[src/rtl/sequence_detector.sv]
// Counts occurrences of the four-symbol sequence SYM0,SYM1,SYM2,SYM3 on a 2-bit stream.
// Define SEQUENCE_DETECTOR_SATURATE_EN to hold the count at 15 instead of wrapping.
module sequence_detector #(
  parameter logic [1:0] SYM0 = 2'b00,
  parameter logic [1:0] SYM1 = 2'b01,
  parameter logic [1:0] SYM2 = 2'b10,
  parameter logic [1:0] SYM3 = 2'b11
) (
  input  logic       clock,
  input  logic       reset_,
  input  logic [1:0] x1_x0,
  output logic [3:0] z3_z0
);

  localparam logic [1:0] S0 = 2'd0;
  localparam logic [1:0] S1 = 2'd1;
  localparam logic [1:0] S2 = 2'd2;
  localparam logic [1:0] S3 = 2'd3;

  logic [1:0] state, state_nxt;
  logic [1:0] restart;
  logic       detect;

  // A mismatch can only fall back to a fresh start on SYM0, never a longer prefix.
  assign restart = (x1_x0 == SYM0) ? S1 : S0;

  always_comb begin
    state_nxt = S0;
    detect    = 1'b0;
    case (state)
      S0: state_nxt = restart;
      S1: state_nxt = (x1_x0 == SYM1) ? S2 : restart;
      S2: state_nxt = (x1_x0 == SYM2) ? S3 : restart;
      S3: begin
        if (x1_x0 == SYM3) begin
          detect    = 1'b1;
          state_nxt = (SYM3 == SYM0) ? S1 : S0;
        end else begin
          state_nxt = restart;
        end
      end
      default: state_nxt = S0;
    endcase
  end

  always_ff @(posedge clock or negedge reset_) begin
    if (!reset_) state <= S0;
    else         state <= state_nxt;
  end

  always_ff @(posedge clock or negedge reset_) begin
    if (!reset_) begin
      z3_z0 <= 4'b0000;
    end else if (detect) begin
`ifdef SEQUENCE_DETECTOR_SATURATE_EN
      if (z3_z0 != 4'b1111) z3_z0 <= z3_z0 + 4'd1;
`else
      z3_z0 <= z3_z0 + 4'd1;
`endif
    end
  end

endmodule

[config.mk]
export PLATFORM = sky130hd
export DESIGN_NAME = sequence_detector
export DESIGN_NICKNAME = d
export VERILOG_FILES = /design/src/rtl/sequence_detector.sv
export SDC_FILE = /design/constraint.sdc
export NUM_CORES = 1
export LEC_CHECK = 0
export BUFFER_PORTS_ARGS = -buffer_cell sky130_fd_sc_hd__buf_2
export CELL_PAD_IN_SITES_DETAIL_PLACEMENT = 0
export CELL_PAD_IN_SITES_GLOBAL_PLACEMENT = 2
export CORE_AREA = 2 2 39 41
export DETAILED_ROUTE_END_ITERATION = 8
export DIE_AREA = 0 0 41 43
export PLACE_DENSITY_LB_ADDON = 0.1
export SLEW_MARGIN = 20
export SYNTH_ARGS = -nofsm -noshare
export SYNTH_HDL_FRONTEND = slang
export SYNTH_SLANG_ARGS = --single-unit
[constraint.sdc]
create_clock -name clock -period 0.9 [get_ports clock]
set_input_delay 0.09 -clock clock [delete_from_list [all_inputs] [get_ports clock]]
set_output_delay 0.09 -clock clock [all_outputs]
set_load 0.02 [all_outputs]
Word level (Yosys, flattened, before mapping):

Index checks and enable logic that the tools add are counted.

* output and inout bits: 4
* input port bits: 4
* bits in registers: 6
* logic and storage cells: 18

* add/sub/neg operators: 1
* muxes and demuxes: 7
* reduce and logical (&&, ||, !) cells: 2
* equality and inequality tests: 6

Operator list (number)
* 2-bit == test, second input constant: 4
* 2-bit case mux with 4 select lines: 1
* 4-bit by 1-bit adder with 4-bit output, second input constant: 1
* 2-bit by 1-bit == test with 1-bit output, second input constant: 2
* 2-bit zero test: 2
* 1-bit 2-to-1 mux: 4
* 2-bit 2-to-1 mux: 2

Depth between registers and ports, before layout:

* word-level depth: 4
* mapped depth: 3
* depth with buffers taken out: 3

Worst setup path before layout:

No wires, ideal clock.

* path type: register to register
* start point: register z3_z0[0]
* end point: register z3_z0[1]
* path slack: -92 ps
* setup time: 116 ps
* clock period less this slack: 992 ps
* arrival time: 876 ps
* stages on the path, launching flop included: 4
* cell sequence: dfrtp_1 ha_1 nand2_1 nand2_1

* cells in the longest elaborated chain, start to end: 1

Ends and longest elaborated chain
* from (decl): line 12 `output logic [3:0] z3_z0`
* from (signal assigned): line 58 `z3_z0 <= z3_z0 + 4'd1;`
* 4-bit by 1-bit adder with 4-bit output: line 58

No other way between the ends.
A chain may end at the register's enable or synchronous reset.

Worst setup path in the final report:

* start point: register z3_z0[0]
* end point: output port z3_z0[0]

No word-level cell between the ends.

==> impl_results.html <==
<table>
<tr><th>Metric</th><th>Value</th></tr>
<tr><th colspan="2">Status</th></tr>
<tr><td>Violated checks</td><td>setup timing</td></tr>
<tr><td>Outcome</td><td>complete, but fails checks</td></tr>
<tr><th colspan="2">Route</th></tr>
<tr><td>Vias</td><td>257</td></tr>
<tr><td>Residual antenna-violating net count after detailed routing</td><td>0</td></tr>
<tr><td>DR iter-0 viols</td><td>0</td></tr>
<tr><td>Post-detailed-route DRC marker count</td><td>0</td></tr>
<tr><td>Number of optimization iterations in the first detailed-route pass</td><td>1</td></tr>
<tr><td>Post-detailed-route wirelength per cell</td><td>10.7 microns</td></tr>
<tr><td>Total wire length after detailed routing</td><td>640 microns</td></tr>
<tr><td>Total length of routed met2 wires</td><td>335 microns</td></tr>
<tr><td>M1 wire length</td><td>278 microns</td></tr>
<tr><td>Length of routed met3 wiring</td><td>21 microns</td></tr>
<tr><td>Top metal layer carrying routed signals</td><td>met4</td></tr>
<tr><td>Via/cell ratio</td><td>4.28</td></tr>
<tr><th colspan="2">Clock network</th></tr>
<tr><td>Bufs on Longest Clock Path</td><td>2</td></tr>
<tr><td>CTS H-Tree Depth</td><td>1</td></tr>
<tr><td>Clock insertion delay at the later pin of the skew report</td><td>250 ps</td></tr>
<tr><td>Clock root buffer</td><td>clkbuf_4</td></tr>
<tr><td>Worst-path clk slew</td><td>60 ps</td></tr>
<tr><td>Number of clock buffers inserted by TritonCTS</td><td>3</td></tr>
<tr><td>TritonCTS clock tree</td><td>yes</td></tr>
<tr><td>Sinks on Clock Net</td><td>6</td></tr>
<tr><th colspan="2">Setup path</th></tr>
<tr><td>CP max FO</td><td>2</td></tr>
<tr><td>Critical path launch point type</td><td>flop</td></tr>
<tr><td>CP required</td><td>810 ps</td></tr>
<tr><td>Destination of the worst register-to-register timing path</td><td>z3_z0[1]$_DFFE_PN0P_</td></tr>
<tr><td>Worst r2r src</td><td>z3_z0[1]$_DFFE_PN0P_</td></tr>
<tr><td>FF-to-FF setup slack</td><td>-50 ps</td></tr>
<tr><td>Element type at the critical path end</td><td>output port</td></tr>
<tr><td>Kind of critical path</td><td>reg2out</td></tr>
<tr><td>Worst R2R Path Depth</td><td>4</td></tr>
<tr><td>Worst EP arrival</td><td>890 ps</td></tr>
<tr><th colspan="2">Placed design</th></tr>
<tr><td>Number of buffer cells added on primary ports</td><td>7</td></tr>
<tr><td>Weighted congestion at the end of routability-driven global placement</td><td>0.674</td></tr>
<tr><td>Placed Cells incl. Taps</td><td>50</td></tr>
<tr><td>Dpl cell area</td><td>362 sq um</td></tr>
<tr><td>Detailed placement HPWL</td><td>447 microns</td></tr>
<tr><th colspan="2">Worst hold path</th></tr>
<tr><td>Hold-critical path depth</td><td>2</td></tr>
<tr><td>Startpoint of the tightest hold check path</td><td>x1_x0[0]</td></tr>
<tr><td>Hold EP</td><td>state[0]$_DFF_PN0_</td></tr>
<tr><td>Hold Path Class</td><td>in2reg</td></tr>
<tr><th colspan="2">Timing</th></tr>
<tr><td>Relative slew slack</td><td>90.4%</td></tr>
<tr><td>Tightest Pin Transition</td><td>144 ps</td></tr>
<tr><td>Maximum clock rate</td><td>1020 MHz</td></tr>
<tr><td>Final Cycle Share</td><td>109%</td></tr>
<tr><td>Layout Skew</td><td>14.6 ps</td></tr>
<tr><td>Final Worst Setup Slack</td><td>-81.7 ps</td></tr>
<tr><td>Number of slew-limit violations in the final report</td><td>0</td></tr>
<tr><td>Min Clock Period, post-route</td><td>982 ps</td></tr>
<tr><td>Unrepaired setup endpoints after global routing</td><td>true</td></tr>
<tr><td>Number of setup violations in the final report</td><td>5</td></tr>
<tr><td>Final count of hold timing violations</td><td>0</td></tr>
<tr><th colspan="2">Yosys</th></tr>
<tr><td>Main combinational cell family by area after synthesis</td><td>simple AND/OR/NAND/NOR gates</td></tr>
<tr><td>Adder-cell share of the synthesized area</td><td>4.69%</td></tr>
<tr><td>Count of cell types in the netlist</td><td>12</td></tr>
<tr><td>Mapped Nets</td><td>27</td></tr>
<tr><td>Number of warnings issued by yosys</td><td>0</td></tr>
<tr><td>Area share of xor/xnor cells in the synthesized design</td><td>9.86%</td></tr>
<tr><td>Sequential fraction of the synthesis area</td><td>56.3%</td></tr>
<tr><td>Area fraction in compound gates after synthesis</td><td>4.23%</td></tr>
<tr><td>Area fraction in and, or, nand and nor cells after synthesis</td><td>24.9%</td></tr>
<tr><td>Post-Synthesis Cell Area</td><td>267 sq um</td></tr>
<tr><td>Synthesized flop and latch total</td><td>6</td></tr>
<tr><td>Multiplexer share of the synthesized area</td><td>0%</td></tr>
<tr><td>Syn_area_per_cell</td><td>12.1 sq um</td></tr>
<tr><td>Count of mapped cells out of synthesis</td><td>22</td></tr>
<tr><th colspan="2">Global routing</th></tr>
<tr><td>Overall Global Routing Usage</td><td>9.41%</td></tr>
<tr><td>Sum of overflow across all layers after global routing</td><td>0</td></tr>
<tr><td>Antenna violations before repair</td><td>0</td></tr>
<tr><td>Via count of the first global-routing pass</td><td>245</td></tr>
<tr><td>Largest net degree at the start of global routing</td><td>7</td></tr>
<tr><td>First-pass GRT wire length</td><td>1010 microns</td></tr>
<tr><th colspan="2">Floorplanning</th></tr>
<tr><td>Die Footprint</td><td>0.00176 sq mm</td></tr>
<tr><td>Row count</td><td>14</td></tr>
<tr><td>Chip Height</td><td>43 microns</td></tr>
<tr><td>Core area</td><td>0.00138 sq mm</td></tr>
<tr><td>Number of I/O pins</td><td>8</td></tr>
<tr><td>Initial standard-cell utilization of the core</td><td>19.3%</td></tr>
<tr><td>Width of the die</td><td>41 microns</td></tr>
<tr><th colspan="2">Flow run</th></tr>
<tr><td>Max-cap check violation count</td><td>0</td></tr>
<tr><th colspan="2">Final layout</th></tr>
<tr><td>Non-filler cells in the finished layout</td><td>60</td></tr>
<tr><td>Layout overhead on the synthesized area</td><td>96.7%</td></tr>
<tr><td>Antenna fix cells</td><td>0</td></tr>
<tr><td>Utilization after layout</td><td>37.9%</td></tr>
<tr><td>Layout fillers</td><td>145</td></tr>
<tr><td>Post-route design area</td><td>524 sq um</td></tr>
<tr><td>Layout cell share with drive strength beyond 1</td><td>70.5%</td></tr>
<tr><td>Final net count</td><td>50</td></tr>
<tr><th colspan="2">Power</th></tr>
<tr><td>Static power due to leakage</td><td>0.268 nW</td></tr>
<tr><td>Post-layout power</td><td>0.801 mW</td></tr>
<tr><td>Total power density per cell area</td><td>1530 mW/mm^2</td></tr>
<tr><td>Max VDD drop</td><td>0.720 mV</td></tr>
</table>
==> worst max-delay path by stage <==
stage / start / end / slack (ps) / depth (start not counted)
3_5_place_dp: state[1]$_DFF_PN0_ / z3_z0[3]$_DFFE_PN0P_ / -40 / 3
5_1_grt: z3_z0[0]$_DFFE_PN0P_ / z3_z0[0] / -110 / 2
3_3_place_gp: state[1]$_DFF_PN0_ / z3_z0[3]$_DFFE_PN0P_ / -20 / 3
6_report: z3_z0[0]$_DFFE_PN0P_ / z3_z0[0] / -80 / 2
2_1_floorplan: z3_z0[1]$_DFFE_PN0P_ / z3_z0[1]$_DFFE_PN0P_ / -50 / 3
4_1_cts: z3_z0[0]$_DFFE_PN0P_ / z3_z0[0] / -90 / 2
==> flip-flops by register name (all words and copies together) (netlist names) <==
name and count:
state 2, z3_z0 4
==> stage by stage <==
stage,setup TNS (ps),hold slack [ps],setup WS [ps]
floorplan,-92.2,-206,-51.3
global placement,-19.2,-75.2,-19.2
detailed placement,-55.5,-77.0,-41.8
global route,-568,70.8,-115
finish,-311,59.9,-81.7
CTS,-350,51.4,-85.3
==> cell usage after synthesis, drive strengths merged <==
| library cell | instances | area share [%] |
|---|---|---|
| nand3b | 1 | 2.8 |
| nand4 | 2 | 7.0 |
| dfrtp | 6 | 56 |
| a21oi | 1 | 1.9 |
| nand2 | 4 | 5.6 |
| o22ai | 1 | 2.3 |
| nand2b | 1 | 2.3 |
| xnor2 | 3 | 9.9 |
| or2b | 1 | 2.8 |
| and4 | 1 | 4.2 |
| ha | 1 | 4.7 |
==> layer usage <==
metal  up-vias  global-route usage [%]
li1        124                       -
met1       125                    9.90
met2         6                    13.1
met3         2                    6.28
met4         0                    6.00
met5         -                       0
==> worst max-delay path, cell delays in order, from the launching register on <==
cell and delay (ps):
dfrtp_2 410, buf_6 120, buf_6 120
==> cell type report <==
| class | count | area [sq um] | area share, % |
|---|---|---|---|
| sequential | 6 | 153 | 29.1 |
| clock buffer | 4 | 26.3 | 5.01 |
| multi-input combinational | 16 | 171 | 32.7 |
| tap | 16 | 20.0 | 3.82 |
| timing repair buffer | 18 | 154 | 29.4 |
==> cell usage in the layout (no fill, tap or decap), types with 2 or more instances in the layout <==
cell type and count:
buf_2 4, clkbuf_4 3, dfrtp_1 4, xnor2_2 2, buf_6 7, nand2_1 2, buf_4 6, nand2_2 2
dfrtp_2 2
==> repair_timing <==
| action | CTS | global route |
|---|---|---|
| endpoints found under the setup margin | 5 | 9 |
| gates resized for setup | 12 | 7 |
| hold buffers | 1 | 0 |
| pin swaps | 6 | 6 |
| endpoints found under the hold margin | 6 | 0 |
| setup buffers | 5 | 0 |
| gates cloned | 0 | 0 |
==> power by group <==
group          internal (mW)  leakage (nW)  switching (mW)
logic                  0.130         0.174          0.0907
registers              0.291        0.0783          0.0129
clock network          0.169        0.0150           0.108
total                  0.590         0.268           0.211
==> cells by family after synthesis <==
family                     count (synthesis)
and+or+nand+nor                           10
DFF                                        6
xor gates and xnor gates                   3
AOI/OAI and AO/OA                          2
adders and majority gates                  1
(Power assumes the default switching activity.)
